**config.mk**
```make
export PLATFORM = sky130hd
export DESIGN_NAME = xform_seq_ctrl_flat
export DESIGN_NICKNAME = d
export VERILOG_FILES = /design/src/rtl/xform_seq_if.sv /design/src/rtl/xform_seq_ctrl.sv /design/src/flat_wrapper.sv
export SDC_FILE = /design/constraint.sdc
export NUM_CORES = 1
export LEC_CHECK = 0
export ABC_CLOCK_PERIOD_IN_PS = 2900
export CORE_AREA = 2 2 571 573
export CTS_CLUSTER_SIZE = 28
export DETAILED_ROUTE_END_ITERATION = 16
export DIE_AREA = 0 0 573 575
export SLEW_MARGIN = 30
export SYNTH_ARGS = -nofsm -noshare
export SYNTH_HDL_FRONTEND = slang
export SYNTH_SLANG_ARGS = --single-unit
```
**constraint.sdc**
```tcl
create_clock -name clk -period 2.9 [get_ports clk]
set_input_delay 0.58 -clock clk [delete_from_list [all_inputs] [get_ports clk]]
set_output_delay 0.58 -clock clk [all_outputs]
set_load 0.02 [all_outputs]
```
**src/rtl/xform_seq_if.sv**
```systemverilog
// Port bundle for the xgen transform sequencer: the start/snapshot inputs, the bank
// mux drive and return, the transform stream, and the status outputs.
interface xform_seq_if #(
  parameter int WIDTH     = 32,
  parameter int NUM_LINKS = 7,
  parameter int LINK_W    = 3
);
  logic                       start_in;
  logic [NUM_LINKS*WIDTH-1:0] sinq_bus_in;
  logic [NUM_LINKS*WIDTH-1:0] cosq_bus_in;
  logic [LINK_W-1:0]          xgen_sel_out;
  logic [WIDTH-1:0]           xgen_sinq_out;
  logic [WIDTH-1:0]           xgen_cosq_out;
  logic [15*WIDTH-1:0]        xgen_res_in;
  logic                       xform_valid_out;
  logic                       xform_ready_in;
  logic [LINK_W-1:0]          xform_link_out;
  logic [15*WIDTH-1:0]        xform_data_out;
  logic                       busy_out;
  logic                       done_out;

  modport master (
    input  start_in, sinq_bus_in, cosq_bus_in, xgen_res_in, xform_ready_in,
    output xgen_sel_out, xgen_sinq_out, xgen_cosq_out,
           xform_valid_out, xform_link_out, xform_data_out, busy_out, done_out
  );

  modport slave (
    output start_in, sinq_bus_in, cosq_bus_in, xgen_res_in, xform_ready_in,
    input  xgen_sel_out, xgen_sinq_out, xgen_cosq_out,
           xform_valid_out, xform_link_out, xform_data_out, busy_out, done_out
  );
endinterface

```
**src/rtl/xform_seq_ctrl.sv**
```systemverilog
// Steps the xgen bank through links 1..NUM_LINKS from a start-time snapshot of
// sin/cos and streams each registered 15-entry transform over valid/ready.
module xform_seq_ctrl #(
  parameter int WIDTH        = 32,
  parameter int DECIMAL_BITS = 16,
  parameter int NUM_LINKS    = 7,
  parameter int LINK_W       = 3
) (
  input  logic         clk,
  input  logic         rst_n,
  xform_seq_if.master  bus
);
  localparam logic [1:0] S_IDLE  = 2'd0;
  localparam logic [1:0] S_ISSUE = 2'd1;
  localparam logic [1:0] S_DRAIN = 2'd2;
  localparam logic [1:0] S_DONE  = 2'd3;
  localparam logic [LINK_W-1:0] LAST = LINK_W'(NUM_LINKS);

  // Fraction bits only matter to the bank; here they just have to fit the word.
  if (DECIMAL_BITS >= WIDTH || NUM_LINKS < 1 || NUM_LINKS > (2**LINK_W) - 1) begin : g_bad_param
    $error("xform_seq_ctrl: illegal DECIMAL_BITS/NUM_LINKS/LINK_W combination");
  end

  logic [1:0]                           state;
  logic [LINK_W-1:0]                    cnt;
  logic [LINK_W-1:0]                    idx;
  logic [NUM_LINKS-1:0][WIDTH-1:0]      sin_snap, cos_snap;
  logic                                 busy_r, done_r, valid_r;
  logic [LINK_W-1:0]                    link_r;
  logic [15*WIDTH-1:0]                  data_r;
  logic                                 issue, load;

  assign issue = (state == S_ISSUE);
  assign load  = issue && (!valid_r || bus.xform_ready_in);
  assign idx   = cnt - LINK_W'(1);

  // Bank inputs only move when cnt moves, so a stalled link keeps a stable result.
  assign bus.xgen_sel_out  = issue ? cnt : '0;
  assign bus.xgen_sinq_out = issue ? sin_snap[idx] : '0;
  assign bus.xgen_cosq_out = issue ? cos_snap[idx] : '0;

  assign bus.xform_valid_out = valid_r;
  assign bus.xform_link_out  = link_r;
  assign bus.xform_data_out  = data_r;
  assign bus.done_out        = done_r;
  // Busy rises in the accepting cycle so back-to-back passes only drop it for DONE.
  assign bus.busy_out        = busy_r | (state == S_IDLE && bus.start_in);

  always_ff @(posedge clk or negedge rst_n) begin
    if (!rst_n) begin
      state    <= S_IDLE;
      cnt      <= '0;
      sin_snap <= '0;
      cos_snap <= '0;
      busy_r   <= 1'b0;
      done_r   <= 1'b0;
      valid_r  <= 1'b0;
      link_r   <= '0;
      data_r   <= '0;
    end else begin
      done_r <= 1'b0;
      case (state)
        S_IDLE: begin
          if (bus.start_in) begin
            sin_snap <= bus.sinq_bus_in;
            cos_snap <= bus.cosq_bus_in;
            cnt      <= LINK_W'(1);
            busy_r   <= 1'b1;
            state    <= S_ISSUE;
          end
        end
        S_ISSUE: begin
          if (load) begin
            data_r  <= bus.xgen_res_in;
            link_r  <= cnt;
            valid_r <= 1'b1;
            if (cnt == LAST) state <= S_DRAIN;
            else             cnt   <= cnt + LINK_W'(1);
          end
        end
        S_DRAIN: begin
          if (valid_r && bus.xform_ready_in) begin
            valid_r <= 1'b0;
            busy_r  <= 1'b0;
            done_r  <= 1'b1;
            state   <= S_DONE;
          end
        end
        S_DONE: begin
          cnt   <= '0;
          state <= S_IDLE;
        end
        default: state <= S_IDLE;
      endcase
    end
  end
endmodule

```
**src/flat_wrapper.sv**
```systemverilog
// flat-port wrapper written by rule: the top's interface ports become plain ports
module xform_seq_ctrl_flat 
#(
  parameter int WIDTH        = 32,
  parameter int DECIMAL_BITS = 16,
  parameter int NUM_LINKS    = 7,
  parameter int LINK_W       = 3
)
  (clk, rst_n, bus_start_in, bus_sinq_bus_in, bus_cosq_bus_in, bus_xgen_res_in, bus_xform_ready_in, bus_xgen_sel_out, bus_xgen_sinq_out, bus_xgen_cosq_out, bus_xform_valid_out, bus_xform_link_out, bus_xform_data_out, bus_busy_out, bus_done_out);
  xform_seq_if #(.WIDTH(WIDTH), .NUM_LINKS(NUM_LINKS), .LINK_W(LINK_W)) bus_i ();
  input  logic clk;
  input  logic rst_n;
  input wire logic [$bits(bus_i.start_in)-1:0] bus_start_in;
  input wire logic [$bits(bus_i.sinq_bus_in)-1:0] bus_sinq_bus_in;
  input wire logic [$bits(bus_i.cosq_bus_in)-1:0] bus_cosq_bus_in;
  input wire logic [$bits(bus_i.xgen_res_in)-1:0] bus_xgen_res_in;
  input wire logic [$bits(bus_i.xform_ready_in)-1:0] bus_xform_ready_in;
  output wire logic [$bits(bus_i.xgen_sel_out)-1:0] bus_xgen_sel_out;
  output wire logic [$bits(bus_i.xgen_sinq_out)-1:0] bus_xgen_sinq_out;
  output wire logic [$bits(bus_i.xgen_cosq_out)-1:0] bus_xgen_cosq_out;
  output wire logic [$bits(bus_i.xform_valid_out)-1:0] bus_xform_valid_out;
  output wire logic [$bits(bus_i.xform_link_out)-1:0] bus_xform_link_out;
  output wire logic [$bits(bus_i.xform_data_out)-1:0] bus_xform_data_out;
  output wire logic [$bits(bus_i.busy_out)-1:0] bus_busy_out;
  output wire logic [$bits(bus_i.done_out)-1:0] bus_done_out;
  assign bus_i.start_in = bus_start_in;
  assign bus_i.sinq_bus_in = bus_sinq_bus_in;
  assign bus_i.cosq_bus_in = bus_cosq_bus_in;
  assign bus_i.xgen_res_in = bus_xgen_res_in;
  assign bus_i.xform_ready_in = bus_xform_ready_in;
  assign bus_xgen_sel_out = bus_i.xgen_sel_out;
  assign bus_xgen_sinq_out = bus_i.xgen_sinq_out;
  assign bus_xgen_cosq_out = bus_i.xgen_cosq_out;
  assign bus_xform_valid_out = bus_i.xform_valid_out;
  assign bus_xform_link_out = bus_i.xform_link_out;
  assign bus_xform_data_out = bus_i.xform_data_out;
  assign bus_busy_out = bus_i.busy_out;
  assign bus_done_out = bus_i.done_out;
  xform_seq_ctrl #(.WIDTH(WIDTH), .DECIMAL_BITS(DECIMAL_BITS), .NUM_LINKS(NUM_LINKS), .LINK_W(LINK_W)) u_core (.clk(clk), .rst_n(rst_n), .bus(bus_i));
endmodule
```
==> results.md, run 1 <==
* Vias in the first global route at 35.2k
* YS warnings at 0
* Initial antenna violation count at 272
* First-pass GRT wire length at 375 mm
* Sink Count at 939
* GRT Overall Usage at 17.2%
* DP HPWL at 248 mm
* Drt initial violations at 2442
* Critical Path Fanout Max at 17
* Worst Path Required at 2320 ps
* Post-Syn Area per Cell at 11.6 sq um
* Max Cap Violations at 0
* Layout cells sized above 1 at 26.4%
* Post-synth net total at 4278
* DIE HEIGHT at 575 um
* Fin. max-slew vios at 0
* Starting Density at 12.0%
* Total gr overflow at 0
* Antenna-violating nets left at 0
* Gate Count Post-Synth at 3339
* Die width at 573 um
* IO buf count at 1484
* Skew-Pair Late Insertion Delay at 870 ps
* DR vias at 34.7k
* Nets@finish at 5947
* Period utilization at 122%
* FF+latch count, synth at 939
* Slew margin rel. at 52.1%
* DRT Wirelength at 293 mm
* Crit Path Category: reg -> out
* P_leak at 28.7 nW
* Core Rows at 209
* Tightest Pin Transition at 717 ps
* Root buffer cell: clkbuf_16
* Final hold violations at 0
* PnR Total Power at 85.6 mW
* CTS Buf Count at 120
* Post-Syn Area at 38700 sq um
* Failing checks: negative setup slack
* Clk buf depth at 4
* Ports at 1485
* Vias per std cell at 3.67
* Tmin final at 3540 ps
* Startpoint Class: flop
* Setup Skew at 58.6 ps
* Hold slack at 256 ps
* Seq/Total Area, Yosys at 60.8%
* DRC at 0
* Synth cell types at 33
* RSZ-0062 raised after global routing: yes
* CORE AREA at 323000 sq um
* Die Footprint at 329000 sq um
* Leading area contributor after synthesis: dfrtp_1
* GP Congestion at 1.01
* Top cells by area, synth: dfrtp_1 61%, mux2_2 16%, nand2_1 13%
* Setup violations, final at 64
* CTS tree: built
* Peak supply drop at 0.642 mV
* Status: complete, but fails checks
* Htree depth at 3
* Critical path endpoint category: output port
* Power density over the cells at 1270 nW/um^2
* Highest clock rate at 0.283 GHz
* Synthesis-to-finish area growth at 74.6%
* Largest net degree at the start of global routing at 118
* Initial DRT Pass Iterations at 5
* Setup ws final at -638 ps
* Worst hold path type: in -> async
* Top cell type's share of synthesized area at 60.8%
* Clock-pin slew on the worst setup and hold paths at 60 ps
* Critical Path AT at 2960 ps
* Post-DR wirelength/cell at 31.0 um
* Worst reg2reg path depth at 7
## synth_stat cells, drive strengths merged
library cell,n
inv,6
o21ai,3
a22o,2
nor2b,1
a211oi,1
o22a,1
clkbuf,87
nand2,1351
o21a,1
dfrtp,939
ha,7
buf,120
a221oi,64
xor2,1
nor2,69
nand2b,1
and3,1
xnor2,1
nor3,64
mux2,546
a21oi,2
and2,2
o21bai,1
mux4,64
a21bo,1
o2bb2ai,1
a211o,1
o22ai,1
## worst max-delay path: stages, from the launching register on
cell	delay, ps
dfrtp_4	520
inv_4	90
ha_4	230
buf_4	150
buf_12	150
mux4_2	250
nor2_2	60
nor3_4	390
buf_6	170
buf_12	110
## state kept, by name, summed over array words and instances (netlist names)
register                    cells
u_core.bus.done_out             1
u_core.cnt                      3
u_core.busy_r                   1
u_core.bus.xform_link_out       3
u_core.bus.xform_data_out     480
u_core.state                    2
u_core.bus.xform_valid_out      1
u_core.cos_snap               224
u_core.sin_snap               224
## layout make-up
cell class	instances	area (sq um)
Clock inverter	59	599
Antenna cell	46	115
Timing Repair Buffer	1754	18700
Multi-Input combinational cell	2187	15700
Inverter	6	32.5
Clock buffer	157	3360
Sequential cell	939	23500
Tap cell	4325	5410
Fill cell	34890	256000
## cells in the final DEF, fill, tap and decap left out, drive strengths merged, types with 2 or more instances in the layout
| cell type | count |
|---|---|
| nor3 | 64 |
| clkdlybuf4s50 | 1401 |
| a221oi | 64 |
| bufinv | 7 |
| o21ai | 3 |
| dlygate4sd2 | 2 |
| clkbuf | 165 |
| and2 | 2 |
| mux4 | 64 |
| a22o | 2 |
| diode | 46 |
| a21oi | 2 |
| dfrtp | 939 |
| buf | 340 |
| clkinv | 27 |
| mux2 | 546 |
| clkinvlp | 15 |
| ha | 7 |
| nor2 | 69 |
| inv | 16 |
| nand2 | 1351 |
## per-layer routing
metal	vias up	routed length, um	share of wire, %	track usage [%]
li1	14502	-	-	-
met1	17575	115000	39	20.4
met2	1956	142000	48	29.6
met3	653	24000	8.2	5.35
met4	34	11800	4.0	5.21
met5	-	225	0.077	0
## power breakdown
group | switching, mW | internal [mW]
registers | 4.84 | 19.6
clock network | 6.49 | 8.81
logic | 24.5 | 21.3
total | 35.8 | 49.8
## stage by stage
step	instances	setup WS [ps]	setup TNS [ps]	area (sq um)	util, %
after global routing	9451	-733	-40550	67400	20.9
after detailed placement	9125	-372	-5150	60200	18.6
after global placement	9125	-667	-4880	60200	18.6
final	9473	-638	-34330	67500	20.9
after floorplan	3339	74.5	0	38700	-
after CTS	9393	-738	-40190	66500	20.6
## cell families (layout without fill, tap and decap cells)
kind of cell,after synthesis,in the layout,share of synthesized area (%)
simple gates,1489,1489,14.8
flops,939,939,60.8
mux,610,610,19.6
buf+inv,213,1976,2.70
compound gates,79,79,1.73
fa+ha+maj,7,7,0.227
xor+xnor,2,2,0.0842
other cells,0,46,0
## final timing paths
check / end / slack (ps) / startpoint
max: bus_xgen_sinq_out[24] / -640 / u_core.cnt[0]$_DFFE_PN0P_
min: u_core.bus.xform_data_out[360]$_DFFE_PN0P_ / 260 / rst_n
max reg2reg: u_core.cnt[2]$_DFFE_PN0P_ / 670 / u_core.cnt[0]$_DFFE_PN0P_
min reg2reg: u_core.cos_snap[18]$_DFFE_PN0P_ / 470 / u_core.cos_snap[18]$_DFFE_PN0P_
max in group asynchronous: u_core.bus.xform_data_out[429]$_DFFE_PN0P_ / 1500 / rst_n
min in group clk: u_core.sin_snap[152]$_DFFE_PN0P_ / 270 / bus_sinq_bus_in[152]
## what timing repair did
item,4_1_cts,5_1_grt
resized for setup,350,102
hold endpoints to repair,23,0
setup endpoints to repair,68,67
gates cloned,17,8
buffers inserted,49,30
pin swaps,52,53
hold buffers,1,0
Note: power is estimated with default switching activity, not from simulation.
==> inputs of run 2 (changes only) <==
--- a/config.mk
+++ b/config.mk
@@ -6,11 +6,11 @@
 export NUM_CORES = 1
 export LEC_CHECK = 0
 export ABC_CLOCK_PERIOD_IN_PS = 2900
-export CORE_AREA = 2 2 571 573
+export CORE_AREA = 2 2 582 584
+export CTS_BUF_LIST = sky130_fd_sc_hd__clkbuf_4
 export CTS_CLUSTER_SIZE = 28
 export DETAILED_ROUTE_END_ITERATION = 16
-export DIE_AREA = 0 0 573 575
-export SLEW_MARGIN = 30
+export DIE_AREA = 0 0 584 586
 export SYNTH_ARGS = -nofsm -noshare
 export SYNTH_HDL_FRONTEND = slang
 export SYNTH_SLANG_ARGS = --single-unit
==> run 2 against run 1 <==
  * The flow still finishes with violations (negative setup slack)
  * Critical path depth up 1
  * Sequential share of layout area down 4.1 points
  * Fmax down 13%
==> results.md, run 2 (synthesis gave the netlist of run 1 again) <==
* Fill cells at 36.0k (+3.3%)
* Fin. max-slew vios at 0 (unchanged)
* Failing checks: negative setup slack
* WL met2 at 124 mm (-13%)
* Max Cap Violations at 0 (unchanged)
* Dpl cells at 9194 (+0.76%)
* DRT Wirelength at 276 mm (-6.0%)
* Multi-input logic area at 15700 sq um (-0.17%)
* Fin util at 22.8% (+1.9 points)
* PnR Total Power at 83.3 mW (-2.6%)
* Setup ws final at -1140 ps (-506 ps)
* Power density over the cells at 1090 nW/um^2 (-14%)
* Hold slack at 362 ps (+107 ps)
* CP endpoint: bus_xgen_cosq_out[26]
* Worst hold path type: in -> reg
* CORE AREA at 336000 sq um (+3.9%)
* Drt initial violations at 2103 (-14%)
* Initial antenna violation count at 208 (-24%)
* DIE HEIGHT at 586 um (+1.9%)
* Period utilization at 139% (+17 points)
* Synthesis-to-finish area growth at 97.7%
* DR vias at 38.4k (+11%)
* Post-DR wirelength/cell at 25.5 um (-18%)
* Clock-pin slew on the worst setup and hold paths at 60 ps (about the same)
* Htree depth at 5 (+2)
* Setup violations, final at 66 (+3.1%)
* Worst R2R Setup Slack at 510 ps (-160 ps)
* Root buffer cell: clkbuf_4
* Nets@finish at 7042 (+18%)
* Crit Path Category: reg -> out
* Reg2reg end: u_core.cnt[1]$_DFFE_PN0P_
* Antenna-violating nets left at 0 (unchanged)
* Starting Density at 11.5% (-0.45 points)
* Slew margin rel. at 37.3% (-15 points)
* CTS tree: built
* Final hold violations at 0 (unchanged)
* WL met3 at 29.4 mm (+23%)
* P_leak at 33.3 nW (+16%)
* Setup Skew at 108 ps (+49.2 ps)
* Worst hold stages at 4
* Max Used Layer: met5
* Layout cells sized above 1 at 27.3% (+0.90 points)
* Routed metal-1 wirelength at 110 mm (-4.4%)
* Core Rows at 213 (+1.9%)
* Worst reg2reg path depth at 8 (+1)
* Register area at 23500 sq um (about the same)
* Peak supply drop at 0.668 mV (+4.1%)
* Critical Path Fanout Max at 7 (-10)
* Status: complete, but fails checks
* Vias in the first global route at 40.9k (+16%)
* Fin cells at 10.8k (+14%)
* Initial DRT Pass Iterations at 8 (+3)
* Critical Path AT at 3460 ps (+500 ps)
* Skew-Pair Late Insertion Delay at 1330 ps (+460 ps)
* CTS Buf Count at 298 (+150%)
* Flip-flop count of the largest register after layout at 480 (unchanged)
* Tightest Pin Transition at 940 ps (+223 ps)
* Ports at 1485 (unchanged)
* First-pass GRT wire length at 357 mm (-4.8%)
* Largest net degree at the start of global routing at 153 (+30%)
* Commonest non-fill, non-tap cell in the layout: nand2_1
* IO buf count at 1484 (unchanged)
* DP HPWL at 217 mm (-12%)
* Sink Count at 939 (unchanged)
* Tmin final at 4040 ps (+506 ps)
* RR Startpoint: u_core.cnt[0]$_DFFE_PN0P_
* Die Footprint at 342000 sq um (+3.9%)
* GRT Overall Usage at 15.3% (-1.9 points)
* Worst Path Required at 2320 ps (about the same)
* Total gr overflow at 0 (unchanged)
* RSZ-0062 raised after global routing: yes
* GP Congestion at 0.893 (-12%)
* Clk buf depth at 4 (unchanged)
* DRC at 0 (unchanged)
* Critical Path Source: u_core.cnt[0]$_DFFE_PN0P_
* Startpoint Class: flop
* Highest clock rate at 0.247 GHz (-13%)
* Commonest cells after routing, fill and taps aside: 1348 x nand2_1, 936 x dfrtp_1, 931 x dlygate4sd3_1
* Vias per std cell at 3.55 (-3.1%)
* Die width at 584 um (+1.9%)
* Critical path endpoint category: output port
run 2: changes by cell type in the layout (fill, tap and decap cells not counted), sizes merged, moves of 2 or more:
cell and delta:
inv +2, clkinv +69, clkinvlp -10, bufinv -3
dlygate4sd2 +246, clkbuf +239, dlygate4sd3 +930, clkdlybuf4s50 -471
clkdlybuf4s15 +191, buf +16, diode +43
run 2: final cells by class:
| class | instances | share of cell area [%] |
|---|---|---|
| diodes | 89 | 0.291 |
| clock buffers | 392 | 3.85 |
| clock inverters | 117 | 0.868 |
| inverters | 6 | 0.0458 |
| multi-input cells | 2187 | 20.6 |
| flip-flops and latches | 939 | 30.8 |
| well taps | 4407 | 7.22 |
| repair buffers | 2671 | 36.4 |
run 2: how the worst min path moves through the flow:
stage | from | to | slack (ps)
after floorplan | rst_n | u_core.bus.done_out$_DFF_PN0_ | 280
after global placement | u_core.cos_snap[45]$_DFFE_PN0P_ | u_core.cos_snap[45]$_DFFE_PN0P_ | 450
after detailed placement | u_core.cos_snap[62]$_DFFE_PN0P_ | u_core.cos_snap[62]$_DFFE_PN0P_ | 460
after CTS | bus_start_in | u_core.busy_r$_DFFE_PN0P_ | 90
after global routing | bus_sinq_bus_in[12] | u_core.sin_snap[12]$_DFFE_PN0P_ | 220
final | bus_start_in | u_core.busy_r$_DFFE_PN0P_ | 360
run 2: timing repair:
item	4_1_cts	5_1_grt
hold buffers	932	0
resized for setup	1236	111
buffers inserted	32	38
hold endpoints to repair	1870	0
gates cloned	12	10
setup endpoints to repair	546	68
pin swaps	41	56
run 2: critical path, cell delays in order (launching register included):
cell and delay (ps):
dfrtp_4 500, inv_4 80, ha_4 220, buf_8 140, buf_12 150, buf_6 120
clkbuf_16 160, buf_4 140, a221oi_4 370, nor3_4 130, buf_12 160
run 2: routing by layer:
metal / up-vias / GRT usage (%)
met4: 66 / 6.61
met5: - / 0
li1: 16904 / -
met1: 18852 / 18.3
met2: 1910 / 23.9
met3: 658 / 6.54
run 2: power by group:
group / internal, mW / switching (mW)
combinational: 20.0 / 25.7
clock: 6.69 / 6.98
sequential: 19.6 / 4.36
total: 46.3 / 37.0
run 2: per-stage QoR:
step	TNS [ps]	setup WS, ps	cell area, sq um
3_3_place_gp	-7800	-520	60500
2_1_floorplan	0	74.5	38700
4_1_cts	-87900	-1480	75200
6_report	-67070	-1140	76400
5_1_grt	-84630	-1400	76300
3_5_place_dp	-6820	-516	60500
